File: config.mk
export PLATFORM = sky130hd
export DESIGN_NAME = pc_sequencer
export DESIGN_NICKNAME = d
export VERILOG_FILES = /design/src/rtl/cpu_pkg.sv /design/src/rtl/pc_next.sv /design/src/rtl/pc_sequencer.sv
export SDC_FILE = /design/constraint.sdc
export NUM_CORES = 1
export LEC_CHECK = 0
export BUFFER_PORTS_ARGS = -buffer_cell sky130_fd_sc_hd__buf_4
export CORE_UTILIZATION = 53
export DETAILED_ROUTE_END_ITERATION = 10
export PLACE_DENSITY = 0.82
export SYNTH_ARGS = -nofsm -noshare
export SYNTH_HDL_FRONTEND = slang
export SYNTH_SLANG_ARGS = --single-unit
File: constraint.sdc
create_clock -name clock -period 5.2 [get_ports clock]
set_input_delay 0.26 -clock clock [delete_from_list [all_inputs] [get_ports clock]]
set_output_delay 0.26 -clock clock [all_outputs]
set_load 0.005 [all_outputs]
File: src/rtl/cpu_pkg.sv
// Shared CPU definitions: controlWord field layout, Psel encodings and the
// fetch/sequencing phase enum used by pc_sequencer and pc_next.
package cpu_pkg;

  localparam int unsigned PC_W    = 64;
  localparam int unsigned INSTR_W = 32;
  localparam int unsigned CW_W    = 29;
  localparam int unsigned STATE_W = 2;
  localparam int unsigned PSEL_W  = 2;

  // controlWord bit offsets
  localparam int unsigned PSEL_HI   = 28;
  localparam int unsigned PSEL_LO   = 27;
  localparam int unsigned DA_HI     = 26;
  localparam int unsigned DA_LO     = 22;
  localparam int unsigned SA_HI     = 21;
  localparam int unsigned SA_LO     = 17;
  localparam int unsigned SB_HI     = 16;
  localparam int unsigned SB_LO     = 12;
  localparam int unsigned FSEL_HI   = 11;
  localparam int unsigned FSEL_LO   = 7;
  localparam int unsigned REGW_BIT  = 6;
  localparam int unsigned RAMW_BIT  = 5;
  localparam int unsigned DSEL_HI   = 4;
  localparam int unsigned DSEL_LO   = 3;
  localparam int unsigned BSEL_BIT  = 2;
  localparam int unsigned PCSEL_BIT = 1;
  localparam int unsigned SL_BIT    = 0;

  localparam logic [PSEL_W-1:0] PSEL_HOLD = 2'b00;
  localparam logic [PSEL_W-1:0] PSEL_INC  = 2'b01;
  localparam logic [PSEL_W-1:0] PSEL_LOAD = 2'b10;
  localparam logic [PSEL_W-1:0] PSEL_REL  = 2'b11;

  typedef enum logic [1:0] {
    RESET_IDLE = 2'd0,
    FETCH      = 2'd1,
    EXEC       = 2'd2,
    FAULT      = 2'd3
  } phase_e;

endpackage

File: src/rtl/pc_next.sv
// Next-PC computation and misaligned-load detection.
// PC_ALIGN_CHECK_EN: keep raw Psel=10 target so misalignment can be flagged.
module pc_next
  import cpu_pkg::*;
(
  input  logic [PC_W-1:0]   pc_i,
  input  logic [PSEL_W-1:0] psel_i,
  input  logic              pcsel_i,
  input  logic [PC_W-1:0]   k_i,
  input  logic [PC_W-1:0]   rega_i,
  output logic [PC_W-1:0]   pc_nxt_o,
  output logic              misalign_o
);

  logic [PC_W-1:0] tgt;
  logic [PC_W-1:0] load_tgt;
  logic [PC_W-1:0] pc_inc;

  assign tgt    = pcsel_i ? k_i : rega_i;
  assign pc_inc = pc_i + PC_W'(4);

`ifdef PC_ALIGN_CHECK_EN
  assign load_tgt = tgt;
`else
  assign load_tgt = {tgt[PC_W-1:2], 2'b00};
`endif

  assign misalign_o = (psel_i == PSEL_LOAD) && (load_tgt[1:0] != 2'b00);

  // Relative branch drops tgt[63:62] by shifting within 64 bits
  always_comb begin
    pc_nxt_o = pc_i;
    case (psel_i)
      PSEL_HOLD: pc_nxt_o = pc_i;
      PSEL_INC:  pc_nxt_o = pc_inc;
      PSEL_LOAD: pc_nxt_o = load_tgt;
      PSEL_REL:  pc_nxt_o = pc_inc + {tgt[PC_W-3:0], 2'b00};
      default:   pc_nxt_o = pc_i;
    endcase
  end

endmodule

File: src/rtl/pc_sequencer.sv
// Fetch/sequencing unit: owns PC, instruction register and decoder micro-state.
// PC_ALIGN_CHECK_EN enables the misaligned Psel=10 target fault (see pc_next).
module pc_sequencer
  import cpu_pkg::*;
#(
  parameter logic [PC_W-1:0] RESET_PC = 64'd0
) (
  input  logic               clock,
  input  logic               reset_n,
  input  logic [CW_W-1:0]    controlWord,
  input  logic [PC_W-1:0]    K,
  input  logic [STATE_W-1:0] nextState,
  input  logic [PC_W-1:0]    regA,
  output logic               imem_req,
  output logic [PC_W-1:0]    imem_addr,
  input  logic               imem_ack,
  input  logic [INSTR_W-1:0] imem_rdata,
  output logic [INSTR_W-1:0] instruction,
  output logic [STATE_W-1:0] state,
  output logic [PC_W-1:0]    PC,
  output logic               exec,
  output logic               regW_en,
  output logic               ramW_en,
  output logic               fault
);

  phase_e              phase_q, phase_d;
  logic [PC_W-1:0]     pc_q, pc_d;
  logic [INSTR_W-1:0]  instr_q, instr_d;
  logic [STATE_W-1:0]  state_q, state_d;
  logic                req_q, req_d;
  logic                fault_q, fault_d;
  logic [PC_W-1:0]     pc_nxt;
  logic                misalign;
  logic                unused_cw;

  // Fields consumed by the datapath, not by the sequencer
  assign unused_cw = ^{controlWord[DA_HI:FSEL_LO], controlWord[DSEL_HI:BSEL_BIT],
                       controlWord[SL_BIT]};

  pc_next u_pc_next (
    .pc_i       (pc_q),
    .psel_i     (controlWord[PSEL_HI:PSEL_LO]),
    .pcsel_i    (controlWord[PCSEL_BIT]),
    .k_i        (K),
    .rega_i     (regA),
    .pc_nxt_o   (pc_nxt),
    .misalign_o (misalign)
  );

  always_ff @(posedge clock or negedge reset_n) begin
    if (!reset_n) begin
      phase_q <= RESET_IDLE;
      pc_q    <= RESET_PC;
      instr_q <= '0;
      state_q <= '0;
      req_q   <= 1'b0;
      fault_q <= 1'b0;
    end else begin
      phase_q <= phase_d;
      pc_q    <= pc_d;
      instr_q <= instr_d;
      state_q <= state_d;
      req_q   <= req_d;
      fault_q <= fault_d;
    end
  end

  // Phase sequencing; req/fault are registered from the next phase
  always_comb begin
    phase_d = phase_q;
    pc_d    = pc_q;
    instr_d = instr_q;
    state_d = state_q;
    case (phase_q)
      RESET_IDLE: phase_d = FETCH;
      FETCH: begin
        if (imem_ack) begin
          instr_d = imem_rdata;
          state_d = '0;
          phase_d = EXEC;
        end
      end
      EXEC: begin
        if (misalign) begin
          phase_d = FAULT;
        end else begin
          pc_d    = pc_nxt;
          state_d = nextState;
          phase_d = (nextState == '0) ? FETCH : EXEC;
        end
      end
      FAULT:   phase_d = FAULT;
      default: phase_d = RESET_IDLE;
    endcase
    req_d   = (phase_d == FETCH);
    fault_d = (phase_d == FAULT);
  end

  assign imem_req    = req_q;
  assign imem_addr   = pc_q;
  assign PC          = pc_q;
  assign instruction = instr_q;
  assign state       = state_q;
  assign fault       = fault_q;
  assign exec        = (phase_q == EXEC);
  assign regW_en     = exec & controlWord[REGW_BIT];
  assign ramW_en     = exec & controlWord[RAMW_BIT];

endmodule

==> metrics.csv, run 1 <==
metric,value,unit
actual slew at the worst max-slew pin,1.16,ns
endpoints failing hold,0,
vias in the first global route,11100,
critical path class,flip-flop to flip-flop,
Rows,53,
Max Freq,202,MHz
GRT Overall Usage,0.330,
largest net degree at the start of global routing,58,
CP Launch Type,flip-flop,
clock root buffer,clkbuf_16,
I/O Pins,361,
setup TNS,0,ns
Synth top area share,0.216,
Relative slew margins,0.227,
Clock Latency Late Sink,0.37,ns
area grow syn2layout,20.7,%
# clock sinks,100,
# Max-Cap Violations,0,
Core Region,21200,um2
Async SR Flop Fraction,1.00,
min cycle time layout,4.96,ns
leakage power,6.40,nW
Crit. End Element,flip-flop,
RSZ-0062 raised after global routing,false,
Syn Inst Count,1433,
max-slew violations,0,
crit-path max FO,6,
Initial Util,0.546,
Mapped Area,11600,um2
arrival time worst endpoint,5.17,ns
"top cells by count, synth","nand2_1 (140), nor2_1 (112), a21oi_1 (102)",
"Avg Cell Area, Syn",8.09,um2
Yosys warning count,0,
Clock Skew,0.00680,ns
Total Wirelength,38200,um
HPWL Detailed,28500,um
"EDFF count, synth",0,
CTS Buf Count,9,
via count,11900,
number of antenna violations at the first check in global routing,0,
Yosys top cell by area,dfrtp_1,
Worst Hold Class,input port to flip-flop,
period utilisation layout,0.953,
largest cells by area after synthesis,"dfrtp_1 (22%), mux2_2 (9.4%), ha_1 (8.1%)",
# diodes,0,
final core occ,0.659,
Die Y,150,um
"FF+latch count, synth",100,
status,"complete, no violations",
post-route antenna net violation count,0,
# nets final,1913,
H-tree levels,3,
"Clk pin slew, worst setup/hold paths",0.08,ns
Pre-antenna DRT Iters,8,
CTS tree,built,
Netlist cell types,93,
vias per cell,6.18,
GP Congestion,0.968,
Final Setup Violations,0,
CTS Buffer Depth,2,
peak supply drop,0.341,mV
Die W,150,um
total grt overflow,0,
post-route DRC violation count,0,
"Primary FF master, synth",dfrtp_1,
Critical Path RT,5.42,ns
top-count cell post-synth,nand2_1,
average routed wire per standard cell,19.9,um
# fillers,1802,
IO buf count,332,
share of cells above drive strength 1,0.300,
pwr/cell area,529,nW/um2
first-pass GRT wire length,58200,um
Die ar.,22500,um2
sequential area share after synthesis,0.216,
first-iteration detailed-routing DRC count,1115,
## cell type report
cell class	instances	area (um2)	share of cell area
clock inverter	7	81.3	0.00581
inverter	29	109	0.00778
tap	275	344	0.0246
multi-input combinational	1151	8080	0.578
timing repair buffer	352	2650	0.189
sequential	100	2500	0.179
clock buffer	9	225	0.0161
## flip-flops by register name (all words and copies together) (netlist names)
register     flops
PC              62
instruction     32
phase_q          2
state            2
fault            1
imem_req         1
## power by group
part / internal [mW] / switching [mW] / total (mW)
clock network: 0.345 / 0.384 / 0.729
registers: 1.13 / 0.522 / 1.65
logic: 2.39 / 2.63 / 5.02
total: 3.86 / 3.54 / 7.40
## timing repair
item	in CTS	in global routing
setup endpoints to repair	0	10
buffers inserted	0	0
gates resized for setup	0	7
endpoints found under the hold margin	44	0
hold buffers	1	0
## final timing paths
| path | from | endpoint | slack [ns] | depth (start not counted) |
|---|---|---|---|---|
| hold / removal | nextState[1] | state[1] | 0.08 | 3 |
| min in group asynchronous | reset_n | PC[46] | 0.46 | 2 |
| setup reg to reg | PC[2] | PC[51] | 0.24 | 17 |
| setup / recovery | PC[2] | PC[51] | 0.24 | 17 |
| hold reg to reg | instruction[13] | instruction[13] | 0.51 | 1 |
| max in group asynchronous | reset_n | PC[60] | 3.55 | 3 |
## logic make-up (layout without fill, tap and decap cells)
logic type	after synthesis	in the layout	synth area share
AOI/OAI and AO/OA	427	427	0.248
and+or+nand+nor	427	427	0.175
buffers and inverters	185	397	0.0923
xor gates and xnor gates	112	112	0.0846
muxes	105	105	0.101
DFF	100	100	0.216
adders and majority gates	76	76	0.0827
other	1	4	0.000324
## critical path, stage by stage, from the launching register on
cell	delay, ns
dfrtp_1	0.42
ha_1	0.30
and3_1	0.24
nand4_1	0.30
nor2_1	0.36
nand2b_1	0.28
nor3_2	0.25
xnor2_1	0.13
ha_1	0.38
nand2_1	0.11
o21a_1	0.22
and2_2	0.18
a22o_1	0.25
o41ai_4	0.50
a21boi_0	0.30
and3_1	0.26
o221ai_1	0.18
o2111ai_1	0.14
## metrics by stage
stage	area (um2)	instances	hold WS, ns	setup WS (ns)	power (mW)
2_1_floorplan	11600	1436	-0.0356	0.638	5.08
3_3_place_gp	13600	1906	0.306	0.363	6.47
3_5_place_dp	13600	1906	0.324	0.225	6.57
4_1_cts	14000	1923	0.0832	0.193	7.32
5_1_grt	14000	1923	0.0853	0.0175	7.94
6_report	14000	1923	0.0845	0.245	7.40
## cells in the final DEF, fill, tap and decap left out, types with 10 or more instances in the layout
cell and n:
o221ai_1 14, a21oi_1 100, dfrtp_1 100, nor2_1 111
o211ai_1 20, a22oi_1 16, nor3_1 27, a31oi_1 14
inv_1 28, mux2_2 97, nand3_1 37, o21bai_1 10
o21ai_0 95, o21a_1 16, nand4_1 32, xor2_1 56
o22ai_1 13, nand2_1 140, buf_4 351, and3_1 24
a21o_1 47, ha_1 75, xnor2_1 56, a211oi_1 13
## metal layers
layer / track usage / part of all wire
met5: 0 / 0
met4: 0.129 / 0.031
met3: 0.0537 / 0.089
met2: 0.552 / 0.47
met1: 0.423 / 0.41
Power figures use the tool's default switching activity.
==> inputs of run 2 (changes only) <==
--- a/config.mk
+++ b/config.mk
@@ -8,7 +8,7 @@
 export BUFFER_PORTS_ARGS = -buffer_cell sky130_fd_sc_hd__buf_4
 export CORE_UTILIZATION = 53
 export DETAILED_ROUTE_END_ITERATION = 10
-export PLACE_DENSITY = 0.82
+export PLACE_DENSITY = 0.85
 export SYNTH_ARGS = -nofsm -noshare
 export SYNTH_HDL_FRONTEND = slang
 export SYNTH_SLANG_ARGS = --single-unit
==> metrics.csv, run 2 (synthesis results as in run 1) <==
metric,value,unit,change
total grt overflow,0,,unchanged
actual slew at the worst max-slew pin,0.980,ns,-0.179 ns
post-route antenna net violation count,0,,unchanged
first-iteration detailed-routing DRC count,1063,,-4.7%
IO buf count,332,,unchanged
clock root buffer,clkbuf_16,,
CTS tree,built,,
vias per cell,6.22,,+0.59%
largest net degree at the start of global routing,67,,+16%
GP Congestion,0.980,,+1.3%
HPWL Detailed,29100,um,+2.2%
period utilisation layout,0.948,,-0.00535
Core Region,21200,um2,unchanged
worst stage delay on the critical path,0.43,ns,-0.07 ns
Worst Hold Class,input port to flip-flop,,
most frequent cells in the layout,"buf_4 (352), nand2_1 (140), nor2_1 (111)",,
first-pass GRT wire length,59400,um,+2.0%
Clock Skew,0.00789,ns,+0.00110 ns
H-tree levels,3,,unchanged
# fillers,1788,,-0.78%
placed insts,1908,,+0.10%
arrival time worst endpoint,5.16,ns,about the same
Max Freq,203,MHz,+0.56%
Pre-antenna DRT Iters,6,,-2
# Max-Cap Violations,0,,unchanged
register area,2500,um2,unchanged
average routed wire per standard cell,20.1,um,+1.1%
post-route DRC violation count,0,,unchanged
area grow syn2layout,20.6,%,about the same
Crit. End Element,flip-flop,,
critical path class,flip-flop to flip-flop,,
worst hold margin,0.0924,ns,+0.00787 ns
leakage power,6.41,nW,+0.12%
share of cells above drive strength 1,0.300,,about the same
status,"complete, no violations",,
CP Launch Type,flip-flop,,
"commonest non-fill, non-tap cell in the layout",buf_4,,
Total Wirelength,38700,um,+1.2%
Critical Path RT,5.43,ns,about the same
Die Y,150,um,unchanged
# nets final,1915,,+0.10%
endpoints failing hold,0,,unchanged
Die ar.,22500,um2,unchanged
"Clk pin slew, worst setup/hold paths",0.08,ns,about the same
Relative slew margins,0.345,,+0.117
crit-path max FO,6,,unchanged
CP Cell Sequence,ha_1 > and3_1 > nand4_1 > nor2_2 > nand2b_1 > nor3_2 > nand2_1 > xnor2_1 > ha_1 > a21o_1 > a21o_1 > a21oi_1 > o21a_1 > o21ai_0 > a31oi_4 > nor4bb_4 > a2111oi_4 > xnor2_1 > o21ai_1,,
GRT Overall Usage,0.336,,+0.00635
Clock Latency Late Sink,0.36,ns,about the same
CTS Buffer Depth,2,,unchanged
Critical Path Slowest Stage Cell,dfrtp_1,,
via count,12000,,+0.64%
Final Setup Violations,0,,unchanged
number of antenna violations at the first check in global routing,0,,unchanged
vias in the first global route,11200,,+0.34%
min cycle time layout,4.93,ns,-0.0278 ns
max-slew violations,0,,unchanged
# clock sinks,100,,unchanged
max FFs per register,62,,unchanged
I/O Pins,361,,unchanged
setup TNS,0,ns,unchanged
Rows,53,,unchanged
# diodes,0,,unchanged
Initial Util,0.546,,unchanged
peak supply drop,0.287,mV,-16%
pwr/cell area,529,nW/um2,about the same
multi-input logic area,8070,um2,-0.14%
Die W,150,um,unchanged
Non-Filler Instances,1924,,+0.052%
CTS Buf Count,9,,unchanged
==> run 2: layer usage <==
layer  global-route usage  vias to the layer above  wire, um  share of wire
met5                    0                        -         0              0
met4                0.121                        0      1240          0.032
li1                     -                     5590         -              -
met3               0.0595                       85      3360          0.087
met1                0.446                     5675     16000           0.41
met2                0.546                      611     18100           0.47
==> run 2: where the power goes <==
part / switching [mW] / internal (mW)
Combinational: 2.66 / 2.39
Clock: 0.350 / 0.334
Sequential: 0.523 / 1.13
==> run 2: path summary, 6_finish.rpt <==
kind	end	start	depth (start not counted)	slack, ns
hold reg to reg	state[1]	state[1]	2	0.50
setup / recovery	PC[63]	PC[2]	19	0.27
min in group asynchronous	instruction[3]	reset_n	2	0.40
hold / removal	state[1]	nextState[1]	3	0.09
setup reg to reg	PC[63]	PC[2]	19	0.27
max in group asynchronous	PC[63]	reset_n	3	3.54
==> run 2: per-stage QoR <==
| step | power [mW] | setup slack [ns] | cell area, um2 | util |
|---|---|---|---|---|
| final | 7.39 | 0.272 | 14000 | 0.659 |
| after global routing | 7.92 | -0.00368 | 14000 | 0.659 |
| after CTS | 7.33 | 0.305 | 14000 | 0.658 |
| after detailed placement | 6.61 | 0.344 | 13700 | 0.644 |
| after global placement | 6.51 | 0.428 | 13700 | 0.644 |
| after floorplan | 5.08 | 0.638 | 11600 | - |
==> run 2: cell type report <==
| class | count | share of cell area |
|---|---|---|
| Tap cell | 275 | 0.0246 |
| Sequential cell | 100 | 0.179 |
| Clock inverter | 6 | 0.00412 |
| Clock buffer | 9 | 0.0161 |
| Timing Repair Buffer | 354 | 0.191 |
| Multi-Input combinational cell | 1151 | 0.577 |
| Inverter | 29 | 0.00779 |
==> run 2: worst max-delay path: cells and delay by family (launching register included) <==
kind | cells | cell delay, ns
compound gates | 8 | 1.60
xor+xnor | 2 | 0.41
fa+ha+maj | 2 | 0.62
flops | 1 | 0.43
simple gates | 7 | 1.72
==> run 2: timing repair <==
item,4_1_cts,5_1_grt
endpoints found under the hold margin,34,0
setup endpoints to repair,0,6
setup buffers,0,0
gates resized for setup,0,6
hold buffers,1,0
